--- src/rtl/fetch.sv ---
// Instruction fetch: issues sequential word reads to the MMU and queues returned words for decode.
// Latency: response captured on its RVALID edge, presented to decode the following cycle.
// Backpressure: STALL holds the FIFO head; requests stop once buffered + outstanding reaches DEPTH.

module fifo #(
    parameter int WIDTH = 8,
    parameter int DEPTH = 4
) (
    input  logic                         clk,
    input  logic                         rst,
    input  logic                         clr,
    input  logic                         push_vld,
    input  logic [WIDTH-1:0]             push_dat,
    input  logic                         pop_rdy,
    output logic [WIDTH-1:0]             head_dat,
    output logic [$clog2(DEPTH+1)-1:0]   count
);
    localparam int AW = $clog2(DEPTH);
    localparam int CW = $clog2(DEPTH+1);

    logic [WIDTH-1:0] mem [DEPTH];
    logic [AW-1:0]    wr_ptr;
    logic [AW-1:0]    rd_ptr;

    assign head_dat = mem[rd_ptr];

    // Callers never push when full nor pop when empty; DEPTH is a power of 2 so pointers wrap freely.
    always_ff @(posedge clk) begin
        if (rst || clr) begin
            wr_ptr <= '0;
            rd_ptr <= '0;
            count  <= '0;
        end else begin
            if (push_vld) begin
                mem[wr_ptr] <= push_dat;
                wr_ptr      <= wr_ptr + AW'(1);
            end
            if (pop_rdy)
                rd_ptr <= rd_ptr + AW'(1);
            count <= count + CW'(push_vld) - CW'(pop_rdy);
        end
    end
endmodule

module fetch #(
    parameter logic [31:0] START_ADDR = 32'h0000_0000,
    parameter int          DEPTH      = 4
) (
    input  logic        CLK,
    input  logic        RST,
    input  logic        FLUSH,
    input  logic [31:0] NEW_PC,
    input  logic        STALL,
    input  logic        MEM_WAIT,
    output logic        INST_RDEN,
    output logic [31:0] INST_RADDR,
    input  logic        INST_RVALID,
    input  logic [31:0] INST_RDATA,
    output logic        INST_VALID,
    output logic [31:0] INST_ADDR,
    output logic [31:0] INST_DATA
);
    localparam int CW = $clog2(DEPTH+1);

    typedef struct packed {
        logic [31:0] addr;
        logic [31:0] dat;
    } inst_t;

    logic [31:0]   issue_pc;
    logic [31:0]   recv_pc;
    logic [CW-1:0] outstanding;
    logic [CW-1:0] discard;
    logic [CW-1:0] fifo_count;
    logic [CW:0]   in_use;
    logic          req_acc;
    logic          rsp_vld;
    logic          push_vld;
    logic          pop_rdy;
    inst_t         push_dat;
    inst_t         head_dat;
    logic [31:0]   redirect_pc;

    // Credit check covers both buffered words and words still owed by the MMU.
    assign in_use      = {1'b0, fifo_count} + {1'b0, outstanding};
    assign INST_RDEN   = !RST && !FLUSH && (in_use < (CW+1)'(DEPTH));
    assign INST_RADDR  = issue_pc;
    assign req_acc     = INST_RDEN && !MEM_WAIT;
    assign rsp_vld     = INST_RVALID && (outstanding != '0);
    assign push_vld    = rsp_vld && !FLUSH && (discard == '0);
    assign push_dat    = '{addr: recv_pc, dat: INST_RDATA};
    assign redirect_pc = NEW_PC & ~32'h3;

    assign INST_VALID  = (fifo_count != '0);
    assign pop_rdy     = INST_VALID && !STALL && !FLUSH;
    assign INST_ADDR   = INST_VALID ? head_dat.addr : '0;
    assign INST_DATA   = INST_VALID ? head_dat.dat  : '0;

    fifo #(
        .WIDTH ($bits(inst_t)),
        .DEPTH (DEPTH)
    ) u_fifo (
        .clk      (CLK),
        .rst      (RST),
        .clr      (FLUSH),
        .push_vld (push_vld),
        .push_dat (push_dat),
        .pop_rdy  (pop_rdy),
        .head_dat (head_dat),
        .count    (fifo_count)
    );

    always_ff @(posedge CLK) begin
        if (RST) begin
            issue_pc    <= START_ADDR;
            recv_pc     <= START_ADDR;
            outstanding <= '0;
            discard     <= '0;
        end else if (FLUSH) begin
            // Every request still owed after this cycle belongs to the old stream.
            issue_pc    <= redirect_pc;
            recv_pc     <= redirect_pc;
            outstanding <= outstanding - CW'(rsp_vld);
            discard     <= outstanding - CW'(rsp_vld);
        end else begin
            if (req_acc)
                issue_pc <= issue_pc + 32'd4;
            outstanding <= outstanding + CW'(req_acc) - CW'(rsp_vld);
            if (rsp_vld) begin
                if (discard != '0)
                    discard <= discard - CW'(1);
                else
                    recv_pc <= recv_pc + 32'd4;
            end
        end
    end
endmodule

--- config.mk ---
export PLATFORM = sky130hd
export DESIGN_NAME = fetch
export DESIGN_NICKNAME = d
export VERILOG_FILES = /design/src/rtl/fetch.sv
export SDC_FILE = /design/constraint.sdc
export NUM_CORES = 1
export LEC_CHECK = 0
export CAP_MARGIN = 10
export CORE_AREA = 3 3 206 208
export CTS_BUF_LIST = sky130_fd_sc_hd__clkbuf_4 sky130_fd_sc_hd__clkbuf_8 sky130_fd_sc_hd__clkbuf_16
export DETAILED_ROUTE_END_ITERATION = 10
export DIE_AREA = 0 0 209 211
export DONT_BUFFER_PORTS = 1
export GPL_ROUTABILITY_DRIVEN = 0
export PLACE_DENSITY_LB_ADDON = 0.3
export RECOVER_POWER = 50
export SLEW_MARGIN = 0
export SYNTH_ARGS = -nofsm -noshare
export SYNTH_HDL_FRONTEND = slang
export SYNTH_SLANG_ARGS = --single-unit
--- constraint.sdc ---
create_clock -name CLK -period 3.3 [get_ports CLK]
set_clock_uncertainty 0.1 [all_clocks]
set_input_delay 0.66 -clock CLK [delete_from_list [all_inputs] [get_ports CLK]]
set_output_delay 0.66 -clock CLK [all_outputs]
set_load 0.005 [all_outputs]
# After elaboration in Yosys (flattened, before gate mapping)
# Memory sizes are Yosys's and may differ from the RTL's. A register that Yosys moved wholly into a read port is not among the register bits.
# Cells that the tools add are included.
word_totals:
  memories: 1
  elab_cells: 64
  ff_bits: 77
  mem_bits_rw: 256
  output_inout_bits: 98
  in_bits: 70
mem_list:
  columns: ["memory", "words", "word_bits", "read_ports", "rd_clocked_by_memory_dff", "wr", "line", "source"]
  rows:
  - ["u_fifo.mem", 4, 64, 1, 1, 1, "21", "logic [WIDTH-1:0] mem [DEPTH];"]
op_classes:
  n_reduce_logical: 24
  mux: 16
  magnitude_cmp: 1
  bitwise_logic: 1
  n_eq_ne: 1
  n_addsub: 11
ops:
  columns: ["op", "n"]
  rows:
  - ["32-bit two-way mux", 7]
  - ["32-bit by 3-bit adder with 32-bit output, second input constant", 2]
  - ["3-bit two-way mux", 4]
  - ["3-bit nonzero test", 3]
  - ["3-bit by 1-bit subtractor with 3-bit output", 3]
  - ["1-bit logical AND", 8]
  - ["3-bit by 1-bit adder with 3-bit output", 2]
  - ["2-bit AND reduction", 3]
  - ["2-bit nonzero test", 3]
  - ["2-bit by 1-bit adder with 2-bit output, second input constant", 2]
  - ["3-bit by 3-bit adder with 4-bit output", 1]
  - ["1-bit zero test", 4]
  - ["4-bit by 3-bit < comparator with 1-bit output, second input constant", 1]
  - ["2-bit two-way mux", 2]
  - ["3-bit zero test", 1]
  - ["1-bit two-way mux", 3]
  - ["3-bit by 1-bit subtractor with 3-bit output, second input constant", 1]
  - ["2-bit != test, second input constant", 1]
  - ["2-bit OR reduction", 1]
  - ["1-bit logical OR", 1]
  - ["1-bit NOT", 1]

# Logic depth before layout (Yosys ltp)
# Gate-level depths: netlist of run 1.
depth:
  word_depth: 7
  depth_mapped: 14
  mapped_depth_nobuf: 12

# Cells and area by module
# Synthesis of run 1 repeated with hierarchy kept, for this count alone.
hier_totals:
  cells_unflattened: 967
  area_unflattened_um2: 14360.0
by_module_without_submodules:
  columns: ["module", "n_inst", "area_per_inst_um2", "cells_each", "seq_area_each_um2"]
  rows:
  - ["fifo", 1, 9751.9, 377, 7867.5]
  - ["fetch", 1, 4608.2, 590, 1321.3]

# Least setup slack after synthesis of run 1
# Ideal clock, no wire load.
synth_path:
  path_kind: "input to register"
  start: "input port RST"
  end: "register outstanding[2]"
  path_slack_ns: -0.074
  n_path_buf: 3
  t_arrival_ns: 3.147
  setup_ns: 0.128
  required_ns: 3.072
  cell_stages: 14
  cell_sequence: "buf_2 or2_1 buf_2 nor4_4 inv_2 clkbuf_1 ha_1 inv_1 ha_1 fa_1 xor2_1 o21ai_0 xnor2_1 nor2_1"
synth_via:
  elab_chain_len: 7
synth_rtl:
  columns: ["element", "line", "source"]
  rows:
  - ["start: declaration", "50", "input logic RST,"]
  - ["1-bit zero test", "86", "assign INST_RDEN = !RST && !FLUSH && (in_use < (CW+1)'(DEPTH));"]
  - ["1-bit logical AND (2 in series)", "86", null]
  - ["1-bit logical AND", "88", "assign req_acc = INST_RDEN && !MEM_WAIT;"]
  - ["3-bit by 1-bit adder with 3-bit output", "128", "outstanding <= outstanding + CW'(req_acc) - CW'(rsp_vld);"]
  - ["3-bit by 1-bit subtractor with 3-bit output", "128", null]
  - ["3-bit two-way mux", "119", "end else if (FLUSH) begin"]
  - ["end signal: assignment", "123", "outstanding <= outstanding - CW'(rsp_vld);"]
  - ["end signal: assignment", "128", null]
  - ["end: declaration", "72", "logic [CW-1:0] outstanding;"]
# Several ways; a longest one is shown, not always the timed one.
# A chain may end at the register's enable or synchronous reset.

# Final worst setup path of run 1
layout_path:
  start: "register discard[0]"
  end: "memory u_fifo.mem[2][22] (netlist bit), enable pin"
layout_via:
  elab_chain_len: 5
layout_rtl:
  columns: ["element", "line", "source"]
  rows:
  - ["start: declaration", "73", "logic [CW-1:0] discard;"]
  - ["start signal: assignment", "124", "discard <= outstanding - CW'(rsp_vld);"]
  - ["start signal: assignment", "131", "discard <= discard - CW'(1);"]
  - ["3-bit zero test", "90", "assign push_vld = rsp_vld && !FLUSH && (discard == '0);"]
  - ["1-bit logical AND", "90", null]
  - ["1-bit two-way mux", "34", "if (push_vld) begin"]
  - ["1-bit two-way mux", "29", "if (rst || clr) begin"]
  - ["1-bit two-way mux (not written as such)", "35", "mem[wr_ptr] <= push_dat;"]
  - ["end: declaration", "21", null]
# Every way passes these cells.

==> qor.yml, run 1 <==
clock_network:
  cts_tree: "done"
  path_clk_slew_ps: 60
  holdBufCountCts: 0
  clock_latency_ps: 530
  htreeDepth: 2
  clockRootBuffer: "clkbuf_16"
  cts_setup_buffers: 0
  cts_buffers: 37
  max-clock-path-buffers: 3
  post_cts_resized: 0
  clock-sinks: 323
routing:
  vias_per_cell: 5.09
  avgRoutedWirePerCell_um: 20.7
  dr.pass1.iters: 6
  vias: 7486
  routed_wl_um: 30400
  route.detailed.drc: 0
  dr.first_iter.drc_count: 434
  ant_nets: 0
timing:
  finalSetupViolations: 0
  holdWs_ps: 102
  fmax_mhz: 336
  worst_pin_slew_ps: 1310
  rsz0062_at_grt: "no"
  finalCritPeriodShare_pct: 90.2
  hold_viol: 0
  finalWorstSetupSlack_ps: 322
  drv_slew: 0
  period_needed_ps: 2980
  maxSlewHeadroom_pct: 12.4
pwr:
  peakVddDrop_uv: 374
  power.density_nw_per_um2: 600
  p_leak_nw: 4.82
synth:
  synth_top_family_by_area: "multiplexers"
  synth_cells: 896
  synthFlopType: "edfxtp_1"
  synth-xor-area-share_pct: 2.93
  synth.most_common_cell: "edfxtp_1"
  avgSynthCellArea_um2: 15.0
  yosysWarnings: 0
  muxShareOfSynthArea_pct: 10.6
  synthTopCellsByCount: "edfxtp_1, dfxtp_1, nor2b_1"
  yosysTopAreaCellShare_pct: 55.4
  synth-adder-area-share_pct: 1.79
  netlist_area_um2: 13400
  async_reset_ff_share_pct: 0
  seq_area_frac_synth_pct: 66.6
  synth_area_leaders: "edfxtp_1, dfxtp_1, mux4_2"
  synth-compound-area-share_pct: 5.37
  yosys.area_share.simple_pct: 10.2
  ys_seq_elements: 323
  synth_top_cell_by_area: "edfxtp_1"
  synth_edf_count: 248
  synthDistinctLibCells: 48
hold_path:
  hold_path.class: "primary input to register"
setup_path:
  endpoint_kind: "register"
  crit_type: "register to register"
  crit_path_start_kind: "register"
  cp_max_fo: 23
  arrival_ps: 3100
  crit_required_ps: 3420
run:
  drv_cap: 0
layout:
  diodes: 0
  nets: 998
  finish.utilization_pct: 37.7
  layout-drive-gt1-share_pct: 16.2
  fillCellCount: 3863
  syn_to_final_growth_pct: 14.4
run_status:
  status: "finished clean"
grt:
  grt.total_usage_pct: 13.7
  antenna_found_initial: 1
  grt_max_degree: 64
  grt_pass1_vias: 7676
  grt_first_pass_wirelength_um: 46700
  overflow: 0
floorplanning:
  core_area_um2: 40700
  die_h_um: 211
  die_width_um: 209
  io_pins: 168
  rows: 74
  dieArea_um2: 44100
  start_util_pct: 33.0
place:
  dp_slack_ps: 337
  hpwl_um: 19200
  portBuffers: 0
[registers in the layout, summed over array words and instances, names as in the netlist, named ones only]
register / cells
u_fifo.mem: 248
INST_RADDR: 30
recv_pc: 30
discard: 3
outstanding: 3
u_fifo.count: 3
u_fifo.rd_ptr: 2
u_fifo.wr_ptr: 2
[per-stage QoR]
step | total power (W) | TNS, ps | area [µm²] | std cells
finish | 0.00922 | 0 | 15400 | 1470
global route | 0.00961 | 0 | 15400 | 1470
CTS | 0.00937 | 0 | 15400 | 1470
detailed placement | 0.00530 | 0 | 14200 | 1403
global placement | 0.00529 | 0 | 14200 | 1403
floorplan | 0.00513 | -59.7 | 13500 | 899
[kinds of logic after synthesis]
kind of cell | Yosys count
other | 1
XOR/XNOR | 45
multiplexers | 65
flip-flops | 323
AND/OR/NAND/NOR | 255
adder cells (fa/ha/maj) | 18
AO/OA/AOI/OAI | 110
buffers and inverters | 79
[worst paths after layout]
check / slack, ps / cells past startpoint / endpoint / from
setup / recovery: 320 / 6 / u_fifo.mem[2][22] / discard[0]
hold / removal: 100 / 1 / INST_RADDR[6] / RST
setup reg to reg: 320 / 6 / u_fifo.mem[2][22] / discard[0]
hold reg to reg: 440 / 0 / u_fifo.mem[0][63] / recv_pc[31]
[power by group]
group / internal [W] / switching, W
sequential: 0.00451 / 0.000134
combinational: 0.000236 / 0.000315
clock: 0.00243 / 0.00159
[critical path: stages, from the launching register on]
cell,delay [ps]
dfxtp_1,320
inv_1,80
ha_1,160
nand3b_1,190
nor2_1,410
and3_1,1110
buf_12,280
[cell type report]
class	instances	area (µm²)	share of cell area [%]
sequential	323	8960	58.3
multi-input combinational	497	4190	27.3
clock buffer	47	1020	6.67
tap	532	666	4.33
timing repair buffer	20	239	1.55
clock inverter	20	180	1.17
inverter	31	116	0.757
[per-layer routing]
metal | track usage [%] | part of all wire (%)
met5 | 0 | 0
met4 | 3.49 | 1.8
met3 | 4.54 | 7.4
met2 | 21.6 | 46
met1 | 18.5 | 45
[cells in the final DEF, fill, tap and decap left out, types with 4 or more instances in the layout]
master | netlist | layout
a211oi_1 | 16 | 16
a21boi_0 | 18 | 18
a21oi_1 | 29 | 29
a31oi_1 | 12 | 12
and3_1 | 11 | 8
and4_1 | 4 | 4
buf_12 | 0 | 8
buf_4 | 4 | 9
clkbuf_16 | 0 | 38
clkbuf_4 | 0 | 8
clkinv_1 | 0 | 7
clkinv_2 | 0 | 8
conb_1 | 1 | 4
dfxtp_1 | 75 | 73
edfxtp_1 | 248 | 248
ha_1 | 16 | 16
inv_1 | 30 | 29
mux4_2 | 62 | 62
nand2_1 | 37 | 37
nand3_1 | 28 | 28
nand4_1 | 23 | 23
nor2_1 | 41 | 41
nor2b_1 | 64 | 64
nor3_1 | 22 | 22
o211ai_1 | 5 | 5
o21a_1 | 6 | 6
o21ai_0 | 12 | 11
o31a_1 | 4 | 4
or3_1 | 8 | 8
xnor2_1 | 16 | 16
xor2_1 | 29 | 29
Note: power is estimated with default switching activity, not from simulation.
==> run 2, diff against run 1 <==
CORE_AREA = 3 3 181 183   (was 3 3 206 208)
DIE_AREA = 0 0 184 186   (was 0 0 209 211)
MAX_ROUTING_LAYER = met4   (was unset)
==> qor.yml, run 2 (same netlist as run 1, synthesis figures left out) <==
timing:
  hold_viol: 0  # unchanged
  maxSlewHeadroom_pct: 11.8  # -0.69 points
  rsz0062_at_grt: "no"
  tns_ps: 0  # unchanged
  worst_pin_slew_ps: 1320  # +10.4 ps
  holdWs_ps: 117  # +14.7 ps
  finalSetupViolations: 0  # unchanged
  finalWorstSetupSlack_ps: 419  # +96.8 ps
  period_needed_ps: 2880  # -96.8 ps
  fmax_mhz: 347  # +3.4%
  drv_slew: 0  # unchanged
  finalCritPeriodShare_pct: 87.3  # -2.9 points
setup_path:
  endpoint_kind: "register"
  crit_required_ps: 3600  # +180 ps
  r2r-end: "outstanding[2]"
  regToRegStartpoint: "outstanding[2]"
  crit_type: "register to register"
  slowest_stage: "dfxtp_1"
  crit_path_start_kind: "register"
  r2r_cells: 12  # +6
  cp_common_cell: "ha_1"
  arrival_ps: 3180  # +80 ps
  slowest_delay_ps: 420  # -690 ps
  path_cells: "ha_1 -> a311o_1 -> nor4_4 -> inv_2 -> ha_1 -> inv_1 -> ha_1 -> fa_2 -> xor2_1 -> o21ai_1 -> xnor2_1 -> nor2_1"
  cp_max_fo: 4  # -83%
  r2r_slack_ps: 420  # +100 ps
floorplanning:
  rows: 65  # -12%
  start_util_pct: 42.8  # +9.8 points
  dieArea_um2: 34200  # -22%
  io_pins: 168  # unchanged
  die_h_um: 186  # -12%
  core_area_um2: 31400  # -23%
  die_width_um: 184  # -12%
routing:
  dr.first_iter.drc_count: 371  # -15%
  routed_wl_um: 27800  # -8.8%
  vias: 7384  # -1.4%
  ant_nets: 0  # unchanged
  dr.pass1.iters: 4  # -2
  vias_per_cell: 5.53  # +8.5%
  avgRoutedWirePerCell_um: 20.8  # +0.36%
  route.detailed.drc: 0  # unchanged
clock_network:
  htreeDepth: 2  # unchanged
  clockRootBuffer: "clkbuf_16"
  max-clock-path-buffers: 3  # unchanged
  holdBufCountCts: 0  # unchanged
  cts_tree: "done"
  cts_buffers: 36  # -2.7%
  cts_setup_buffers: 0  # unchanged
  path_clk_slew_ps: 60  # about the same
  post_cts_resized: 0  # unchanged
  clock_latency_ps: 500  # -30 ps
  clock-sinks: 323  # unchanged
grt:
  grt_first_pass_wirelength_um: 43500  # -6.8%
  overflow: 0  # unchanged
  gr-usage-met2_pct: 25.6  # +4.0 points
  grt.total_usage_pct: 16.7  # +3.0 points
  grt_max_degree: 64  # unchanged
  top_usage_layer: "met2"
  grtUsageMet1_pct: 22.4  # +3.9 points
  antenna_found_initial: 0  # -1
  met3_usage_pct: 4.94  # +0.40 points
  grt_pass1_vias: 7637  # -0.51%
hold_path:
  hold_path.class: "primary input to register"
  worstHoldStart: "RST"
  hold_path_end: "INST_RADDR[26]"
  min_path_cells: 1  # unchanged
layout:
  regMostFlops: "u_fifo.mem"
  final_cell_mix: "edfxtp_1, dfxtp_1, nor2b_1"
  largest_reg_flops: 248  # unchanged
  regArea_um2: 8960  # unchanged
  multi_input_area_um2: 4190  # unchanged
  finish.utilization_pct: 48.4  # +11 points
  layout_commonest_cell: "edfxtp_1"
  fillCellCount: 2665  # -31%
  syn_to_final_growth_pct: 13.2
  diodes: 0  # unchanged
  nets: 1000  # +0.20%
  layout-drive-gt1-share_pct: 16.2  # -0.038 points
place:
  hpwl_um: 18100  # -5.8%
  dp_slack_ps: 325  # -12.0 ps
  portBuffers: 0  # unchanged
run_status:
  status: "finished clean"
pwr:
  p_leak_nw: 4.80  # -0.46%
  p_total_w: 0.00909  # -1.4%
  power.density_nw_per_um2: 598  # -0.26%
  peakVddDrop_uv: 354  # -5.3%
run:
  drv_cap: 0  # unchanged
-- run 2: how the worst max path moves through the flow --
stage,startpoint,to,slack [ps]
after floorplan,RST,outstanding[2],-60
after global placement,FLUSH,outstanding[2],360
after detailed placement,FLUSH,outstanding[2],330
after CTS,register,INST_ADDR[23],330
after global routing,discard[0],u_fifo.mem[1][17],160
final,outstanding[2],outstanding[2],420
-- run 2: layout make-up --
type / count / area share [%]
Timing Repair Buffer: 23 / 1.83
Tap cell: 402 / 3.31
Multi-Input combinational cell: 497 / 27.6
Inverter: 31 / 0.765
Sequential cell: 323 / 58.9
Clock inverter: 17 / 1.14
Clock buffer: 43 / 6.47
-- run 2: report_power, final --
part | switching [W] | internal (W)
Combinational | 0.000312 | 0.000248
Clock | 0.00153 | 0.00236
Sequential | 0.000131 | 0.00451
-- run 2: through the flow --
step                std cells  area, µm²
floorplan                 899      13500
global placement         1276      14100
detailed placement       1276      14100
CTS                      1336      15200
global route             1336      15200
finish                   1336      15200
-- run 2: layer usage --
| metal | vias up | routed length (µm) | part of all wire (%) |
|---|---|---|---|
| met5 | - | 0 | 0 |
| met4 | 0 | 480 | 1.7 |
| met3 | 48 | 2200 | 7.9 |
| met2 | 215 | 12600 | 45 |
| met1 | 3680 | 12500 | 45 |
| li1 | 3441 | - | - |
-- run 2: critical path, delay by kind of cell, from the launching register on --
| family | cells | cell delay [ps] |
|---|---|---|
| compound gates | 2 | 480 |
| simple gates | 2 | 340 |
| buf+inv | 2 | 100 |
| flops | 1 | 420 |
| fa+ha+maj | 4 | 1050 |
| xor+xnor | 2 | 270 |
